<file path="config.mk">
export PLATFORM = sky130hd
export DESIGN_NAME = logic_unit_arbiter
export DESIGN_NICKNAME = d
export VERILOG_FILES = /design/src/rtl/logic_unit_arbiter_pkg.sv /design/src/rtl/logic_unit_arbiter_d1.sv /design/src/rtl/logic_unit_arbiter.sv
export SDC_FILE = /design/constraint.sdc
export NUM_CORES = 1
export LEC_CHECK = 0
export ABC_AREA = 1
export CORE_MARGIN = 3
export CORE_UTILIZATION = 30
export CTS_BUF_LIST = sky130_fd_sc_hd__clkbuf_8
export CTS_CLUSTER_DIAMETER = 100
export DETAILED_ROUTE_END_ITERATION = 8
export GPL_ROUTABILITY_DRIVEN = 0
export PLACE_DENSITY_LB_ADDON = 0.15
export SLEW_MARGIN = 5
export SYNTH_ARGS = -nofsm -noshare
export SYNTH_HDL_FRONTEND = slang
export SYNTH_HIERARCHICAL = 1
export SYNTH_SLANG_ARGS = --single-unit
</file>
<file path="constraint.sdc">
create_clock -name clk -period 1.1 [get_ports clk]
set_input_delay 0.22 -clock clk [delete_from_list [all_inputs] [get_ports clk]]
set_output_delay 0.22 -clock clk [all_outputs]
set_load 0.01 [all_outputs]
</file>
<file path="src/rtl/logic_unit_arbiter_pkg.sv">
// Shared constants for the two-requester logic-unit arbiter: op codes,
// FSM state encoding and default widths.
package logic_unit_arbiter_pkg;

  localparam int DATA_SIZE_DEF    = 8;
  localparam int OP_CODE_SIZE_DEF = 2;

  localparam logic [1:0] OP_AND = 2'b00;
  localparam logic [1:0] OP_OR  = 2'b01;
  localparam logic [1:0] OP_XOR = 2'b10;
  localparam logic [1:0] OP_NOT = 2'b11;

  localparam logic [1:0] ST_IDLE = 2'b00;
  localparam logic [1:0] ST_EXEC = 2'b01;
  localparam logic [1:0] ST_RESP = 2'b10;

endpackage

</file>
<file path="src/rtl/logic_unit_arbiter_d1.sv">
// Shared bitwise datapath: purely combinational AND/OR/XOR/NOT on data_size bits.
// Op codes outside the defined set produce zero.
module logic_unit_d1
  import logic_unit_arbiter_pkg::*;
#(
  parameter int data_size    = DATA_SIZE_DEF,
  parameter int op_code_size = OP_CODE_SIZE_DEF
) (
  input  logic [data_size-1:0]    a_in,
  input  logic [data_size-1:0]    b_in,
  input  logic [op_code_size-1:0] op_code,
  output logic [data_size-1:0]    result_out
);

  always_comb begin
    result_out = '0;
    case (op_code)
      op_code_size'(OP_AND): result_out = a_in & b_in;
      op_code_size'(OP_OR):  result_out = a_in | b_in;
      op_code_size'(OP_XOR): result_out = a_in ^ b_in;
      op_code_size'(OP_NOT): result_out = ~a_in;
      default:               result_out = '0;
    endcase
  end

endmodule

</file>
<file path="src/rtl/logic_unit_arbiter.sv">
// Round-robin arbiter for two requesters sharing one logic unit; IDLE->EXEC->RESP,
// response two edges after accept, held in RESP until rsp_ready (no new accepts meanwhile).
module logic_unit_arbiter
  import logic_unit_arbiter_pkg::*;
#(
  parameter int data_size    = DATA_SIZE_DEF,
  parameter int op_code_size = OP_CODE_SIZE_DEF
) (
  input  logic                    clk,
  input  logic                    rst,
  input  logic                    req0_valid,
  input  logic [data_size-1:0]    req0_a,
  input  logic [data_size-1:0]    req0_b,
  input  logic [op_code_size-1:0] req0_op,
  output logic                    req0_ready,
  input  logic                    req1_valid,
  input  logic [data_size-1:0]    req1_a,
  input  logic [data_size-1:0]    req1_b,
  input  logic [op_code_size-1:0] req1_op,
  output logic                    req1_ready,
  output logic                    rsp_valid,
  output logic                    rsp_id,
  output logic [data_size-1:0]    rsp_data,
  input  logic                    rsp_ready,
  output logic                    busy
);

  logic [1:0]              state_q, state_d;
  logic                    last_q, last_d;
  logic [data_size-1:0]    a_q, a_d;
  logic [data_size-1:0]    b_q, b_d;
  logic [op_code_size-1:0] op_q, op_d;
  logic                    id_q, id_d;
  logic [data_size-1:0]    rsp_data_q, rsp_data_d;
  logic                    rsp_id_q, rsp_id_d;
  logic                    grant_vld;
  logic                    grant_id;
  logic [data_size-1:0]    lu_result;

  // Contention goes to whoever was not granted last; a lone requester always wins.
  always_comb begin
    grant_vld = 1'b0;
    grant_id  = 1'b0;
    if (!rst && state_q == ST_IDLE) begin
      if (req0_valid && req1_valid) begin
        grant_vld = 1'b1;
        grant_id  = ~last_q;
      end else if (req0_valid) begin
        grant_vld = 1'b1;
        grant_id  = 1'b0;
      end else if (req1_valid) begin
        grant_vld = 1'b1;
        grant_id  = 1'b1;
      end
    end
  end

  assign req0_ready = grant_vld && !grant_id;
  assign req1_ready = grant_vld && grant_id;

  always_comb begin
    state_d    = state_q;
    last_d     = last_q;
    a_d        = a_q;
    b_d        = b_q;
    op_d       = op_q;
    id_d       = id_q;
    rsp_data_d = rsp_data_q;
    rsp_id_d   = rsp_id_q;
    case (state_q)
      ST_IDLE: begin
        if (grant_vld) begin
          state_d = ST_EXEC;
          last_d  = grant_id;
          a_d     = grant_id ? req1_a  : req0_a;
          b_d     = grant_id ? req1_b  : req0_b;
          op_d    = grant_id ? req1_op : req0_op;
          id_d    = grant_id;
        end
      end
      ST_EXEC: begin
        state_d    = ST_RESP;
        rsp_data_d = lu_result;
        rsp_id_d   = id_q;
      end
      ST_RESP: begin
        if (rsp_ready) state_d = ST_IDLE;
      end
      default: state_d = ST_IDLE;
    endcase
  end

  always_ff @(posedge clk) begin
    if (rst) begin
      state_q    <= ST_IDLE;
      last_q     <= 1'b1;
      a_q        <= '0;
      b_q        <= '0;
      op_q       <= '0;
      id_q       <= 1'b0;
      rsp_data_q <= '0;
      rsp_id_q   <= 1'b0;
    end else begin
      state_q    <= state_d;
      last_q     <= last_d;
      a_q        <= a_d;
      b_q        <= b_d;
      op_q       <= op_d;
      id_q       <= id_d;
      rsp_data_q <= rsp_data_d;
      rsp_id_q   <= rsp_id_d;
    end
  end

  logic_unit_d1 #(
    .data_size   (data_size),
    .op_code_size(op_code_size)
  ) u_lu (
    .a_in      (a_q),
    .b_in      (b_q),
    .op_code   (op_q),
    .result_out(lu_result)
  );

  assign rsp_valid = (state_q == ST_RESP);
  assign rsp_data  = rsp_data_q;
  assign rsp_id    = rsp_id_q;
  assign busy      = (state_q != ST_IDLE);

endmodule

</file>
# After elaboration in Yosys (flattened, before gate mapping)

Cells that the tools add are included.

Bits in registers: 31
Input bits: 41
Output and inout port bits: 13

Eq/ne operators: 7
Muxes and demuxes: 14
Bitwise logic cells: 5
Reduce and logical (&&, ||, !) cells: 11

Operators by type and width:

| operator           | number |
|---|---|
| $pmux 8 s4         | 1 |
| $mux 8             | 2 |
| $and 8x8->8        | 1 |
| $not 8->8          | 1 |
| $or 8x8->8         | 1 |
| $xor 8x8->8        | 1 |
| $mux 1             | 7 |
| $eq 2x2->1 const B | 3 |
| $mux 2             | 3 |
| $pmux 2 s3         | 1 |
| $eq 2x1->1 const B | 2 |
| $logic_and 1x1->1  | 4 |
| $logic_not 2->1    | 2 |
| $reduce_and 2->1   | 2 |
| $logic_not 1->1    | 2 |
| $ne 2x1->1 const B | 1 |
| $ne 2x2->1 const B | 1 |
| $reduce_bool 2->1  | 1 |
| $not 1->1          | 1 |

# Longest topological paths before layout

Depth in word-level cells: 6
Gate-level depth with buffers: 8
Gate-level depth less buffers: 7

# Cells and area by module

The synthesis kept the hierarchy.

Modules (own cells, without submodules):

| module             | instances | cells each | area each (sq um) | seq. area each (sq um) |
|---|---|---|---|---|
| logic_unit_arbiter | 1         | 196        | 1435.1            | 620.6 |
| logic_unit_d1      | 1         | 86         | 558.0             | 0.0 |

# Least setup slack after synthesis

Ideal clock, no wire load.

Path type: register to output
Start: register state_q[0]
End: output port req0_ready
Data arrival time: 0.933 ns
Data required time: 0.880 ns
Setup slack: -0.053 ns
Cell stages (with the launch flop): 5
Path buffers: 1
Cells stage by stage: dfxtp_1 > nor2_1 > nand3_4 > buf_2 > nor2_1

Longest elaborated chain between the ends: 5
Elaborated cells between the ends (all ways): 6
Classes of those cells: mux: 2; reduce/logical: 4

Ends and longest elaborated chain:

| element                | RTL line                  | source |
|---|---|---|
| start, declared        | logic_unit_arbiter.sv:28  | `logic [1:0] state_q, state_d;` |
| start signal, assigned | logic_unit_arbiter.sv:104 | `state_q <= state_d;` |
| $logic_not 2->1 *      | logic_unit_arbiter.sv:44  | `if (!rst && state_q == ST_IDLE) begin` |
| $logic_and 1x1->1 *    | logic_unit_arbiter.sv:44  |  |
| $mux 1                 | logic_unit_arbiter.sv:44  |  |
| $logic_not 1->1        | logic_unit_arbiter.sv:58  | `assign req0_ready = grant_vld && !grant_id;` |
| $logic_and 1x1->1 *    | logic_unit_arbiter.sv:58  |  |
| end, declared          | logic_unit_arbiter.sv:15  | `output logic req0_ready,` |

Mark *: on every way between the ends. The rest lies on a longest branch, timed or not.

# Final worst setup path

Start: register state_q[1]
End: output port req1_ready

Longest elaborated chain between the ends: 4
Elaborated cells between the ends (all ways): 5
Classes of those cells: mux: 2; reduce/logical: 3

Ends and longest elaborated chain:

| element             | RTL line                 | source |
|---|---|---|
| $logic_not 2->1 *   | logic_unit_arbiter.sv:44 |  |
| $logic_and 1x1->1 * | logic_unit_arbiter.sv:44 |  |
| $mux 1              | logic_unit_arbiter.sv:44 |  |
| $logic_and 1x1->1 * | logic_unit_arbiter.sv:59 | `assign req1_ready = grant_vld && grant_id;` |
| end, declared       | logic_unit_arbiter.sv:20 | `output logic req1_ready,` |

Marks and branches as above.

==> flow_summary.json <==
{
  "status": "complete, but fails checks",
  "violations": "setup timing",
  "diodes": 0,
  "final_layout_size_suffix_gt1_share_pct": 36.8,
  "die_x_um": 87.5,
  "gr-total-overflow": 0,
  "drt_pre_antenna_iters": 4,
  "ant_nets": 0,
  "placementRows": 29,
  "cp_cell_sequence": "inv_4, nand2_4, nor2_4, nand2_2, inv_2, buf_6",
  "worstSetupPathDepth": 6,
  "p_per_area_nw_per_um2": 1090,
  "die_y_um": 87.5,
  "io_pins": 54,
  "grt_max_degree": 26,
  "antenna_found_initial": 0,
  "routed_wl_um": 5370,
  "nFillCells": 654,
  "clock.fmax_ghz": 0.752,
  "ys_seq_elements": 31,
  "startpoint_type": "flip-flop",
  "synth_top_area_share_pct": 31.1,
  "p_leak_nw": 1.57,
  "clock_skew_ns": 0.00534,
  "cts_buffers": 5,
  "route.detailed.drc": 0,
  "clockRootBuffer": "clkbuf_8",
  "track_usage_pct": 13.9,
  "worst_pin_slew_ns": 0.251,
  "rrSetupSlack_ns": -0.12,
  "viasPerCell": 4.50,
  "reg2reg_from": "last_q$_SDFFE_PP1P_",
  "worstSetupPathType": "reg -> out",
  "cts.sinks": 31,
  "postCtsHoldBufs": 0,
  "syn_inst": 282,
  "hp-class": "reg -> reg",
  "area_delta_synth_final_pct": 62.5,
  "finalMaxSlewViolations": 0,
  "end_kind": "primary output",
  "numPortBuffers": 53,
  "hold_viol": 0,
  "dp_cells": 437,
  "worstPathArrival_ns": 1.11,
  "seq_area_frac_synth_pct": 31.1,
  "worst_ep_required_time_ns": 0.88,
  "routedWlPerCell_um": 11.8,
  "tritoncts": "done",
  "worstSetupStartpoint": "state_q[1]$_SDFFE_PP0P_",
  "synth_area_leaders": "dfxtp_1 31%, ha_1 10%, inv_1 8.9%, nand3_1 8.8%, nand2_1 8.5%",
  "setup_viol": 31,
  "path_buf_inv": 3,
  "syn_area_per_cell_um2": 7.07,
  "critPathTopFamily": "flip-flops",
  "rsz0062_at_grt": "yes",
  "insertion_delay_ns": 0.28,
  "final_nets": 434,
  "r2r_cells": 5,
  "fin_crit_sh_pct": 121,
  "yosysWarnings": 6,
  "dp_hpwl_um": 3820,
  "cts_htree_levels": 2,
  "max_slew_margin_pct": 83.2,
  "die-area_um2": 7660,
  "cp_slowest_stage_delay_ns": 0.36,
  "yosys.area.top_type": "dfxtp_1",
  "cap_violations": 0,
  "crit_path_max_fanout": 2,
  "finalCriticalPeriod_ns": 1.33,
  "initial_core_util_pct": 31.2,
  "ctsLongestPathBuffers": 2,
  "stdcell_count": 455,
  "synth.distinct_cells": 25,
  "vias": 2049,
  "fin_ws_ns": -0.229,
  "endpoint": "req1_ready",
  "grt_first_pass_wirelength_um": 8420,
  "fin_util_pct": 50.7,
  "r2r-end": "b_q[4]$_SDFFE_PP0P_",
  "grt_pass1_vias": 1859,
  "core_um2": 6390,
  "clk_pin_slew_ns": 0.07,
  "syn_area_um2": 1990,
  "drt_iter0_markers": 35,
  "ir_worst_vdd_v": 0.000768,
  "syn_nets": 339,
  "crit_slowest_cell": "dfxtp_4"
}
## placed cells by master (no fill, tap or decap), types with 2 or more instances in the layout
master | synthesis | routed
ha_4 | 0 | 5
buf_6 | 7 | 11
dfxtp_2 | 0 | 16
nor2_4 | 2 | 5
buf_8 | 1 | 2
ha_1 | 16 | 9
a21oi_2 | 0 | 2
inv_1 | 47 | 38
nand2_1 | 45 | 40
dfxtp_4 | 0 | 2
nor2_1 | 33 | 29
nand4_1 | 8 | 8
a21oi_1 | 13 | 11
inv_2 | 3 | 13
clkbuf_16 | 0 | 2
ha_2 | 0 | 2
dfxtp_1 | 31 | 13
dlygate4sd2_1 | 0 | 3
clkdlybuf4s50_1 | 0 | 37
nand3_2 | 1 | 7
nor3_2 | 6 | 5
clkbuf_2 | 0 | 7
nand3_1 | 35 | 29
clkbuf_8 | 0 | 5
buf_12 | 0 | 5
inv_4 | 0 | 2
o21ai_1 | 9 | 20
nand2_2 | 2 | 6
buf_4 | 1 | 33
clkdlybuf4s15_1 | 0 | 2
## tightest hold or removal path, stage by stage, from the launching register on
cell and delay (ns):
dfxtp_1 0.31, nand3_1 0.07, nand2_1 0.04
## final cells by class
| cell class | instances | area (um^2) | share of cell area, % |
|---|---|---|---|
| clock buffer | 5 | 68.8 | 2.12 |
| clock inverter | 3 | 12.5 | 0.386 |
| inverter | 52 | 205 | 6.33 |
| multi-input combinational | 185 | 1200 | 37.2 |
| sequential | 31 | 648 | 20.0 |
| tap | 77 | 96.3 | 2.97 |
| timing repair buffer | 102 | 1000 | 31.0 |
## through the flow
step | worst slack [ns] | cell area, um^2 | setup TNS (ns) | hold WS [ns] | power (mW)
floorplan | -0.0168 | 2000 | -0.0634 | 0.338 | 1.93
global placement | -0.818 | 2840 | -14.87 | 0.452 | 2.46
detailed placement | -0.830 | 2840 | -15.58 | 0.456 | 2.48
CTS | -0.247 | 3090 | -2.84 | 0.466 | 3.43
global route | -0.296 | 3240 | -5.38 | 0.484 | 3.78
finish | -0.229 | 3240 | -2.85 | 0.466 | 3.52
## cells in the mapped netlist
cell      number
clkbuf_1       1
nand2_2        2
nand3_1       35
nand3_2        1
nor2_8         1
o21ai_0       12
nand3_4        1
nor2_4         2
buf_4          1
buf_6          7
inv_2          3
nor2_1        33
ha_1          16
nand4_1        8
buf_8          1
nor3_2         6
inv_1         47
a21oi_4        1
o21ai_1        9
clkinv_1       1
dfxtp_1       31
a21oi_1       13
nand2_1       45
inv_6          1
buf_2          4
## report_power, final
part	switching [mW]	internal, mW
Combinational	0.636	0.708
Clock	0.420	0.425
Sequential	0.0775	1.25
## how the worst min path moves through the flow
| stage | start | end | slack [ns] | depth (start not counted) |
|---|---|---|---|---|
| 6_report | id_q$_SDFFE_PP0P_ | id_q$_SDFFE_PP0P_ | 0.47 | 2 |
| 5_1_grt | id_q$_SDFFE_PP0P_ | id_q$_SDFFE_PP0P_ | 0.48 | 2 |
| 4_1_cts | id_q$_SDFFE_PP0P_ | id_q$_SDFFE_PP0P_ | 0.47 | 2 |
| 3_5_place_dp | id_q$_SDFFE_PP0P_ | id_q$_SDFFE_PP0P_ | 0.46 | 2 |
| 3_3_place_gp | id_q$_SDFFE_PP0P_ | id_q$_SDFFE_PP0P_ | 0.45 | 2 |
| 2_1_floorplan | req0_a[7] | a_q[7]$_SDFFE_PP0P_ | 0.34 | 2 |
## cells by family (layout without fill, tap and decap cells)
logic type / Yosys count / in the layout / share of synthesized area [%]
compound gates: 35 / 35 / 9.35
flops: 31 / 31 / 31.1
fa+ha+maj: 16 / 16 / 10.0
buf+inv: 66 / 162 / 16.3
simple gates: 134 / 134 / 33.1
## metal layers
metal	part of all wire (%)	up-vias	wire length [um]	global-route usage [%]
met5	0	-	0	0
li1	-	1076	-	-
met1	44	935	2340	16.5
met2	52	36	2810	25.5
met3	3.3	2	177	2.55
met4	0.71	0	38	3.77
## timing repair
action | CTS | global route
resized for setup | 93 | 35
hold endpoints to repair | 0 | 0
cloned | 0 | 3
setup buffers | 7 | 6
pin swaps | 24 | 30
endpoints found under the setup margin | 42 | 42
## registers in the layout (all words and copies together), names as in the netlist
register,count
a_q,8
b_q,8
id_q,1
last_q,1
op_q,2
rsp_data,8
rsp_id,1
state_q,2
No activity file was read; power rests on OpenSTA's default activity.
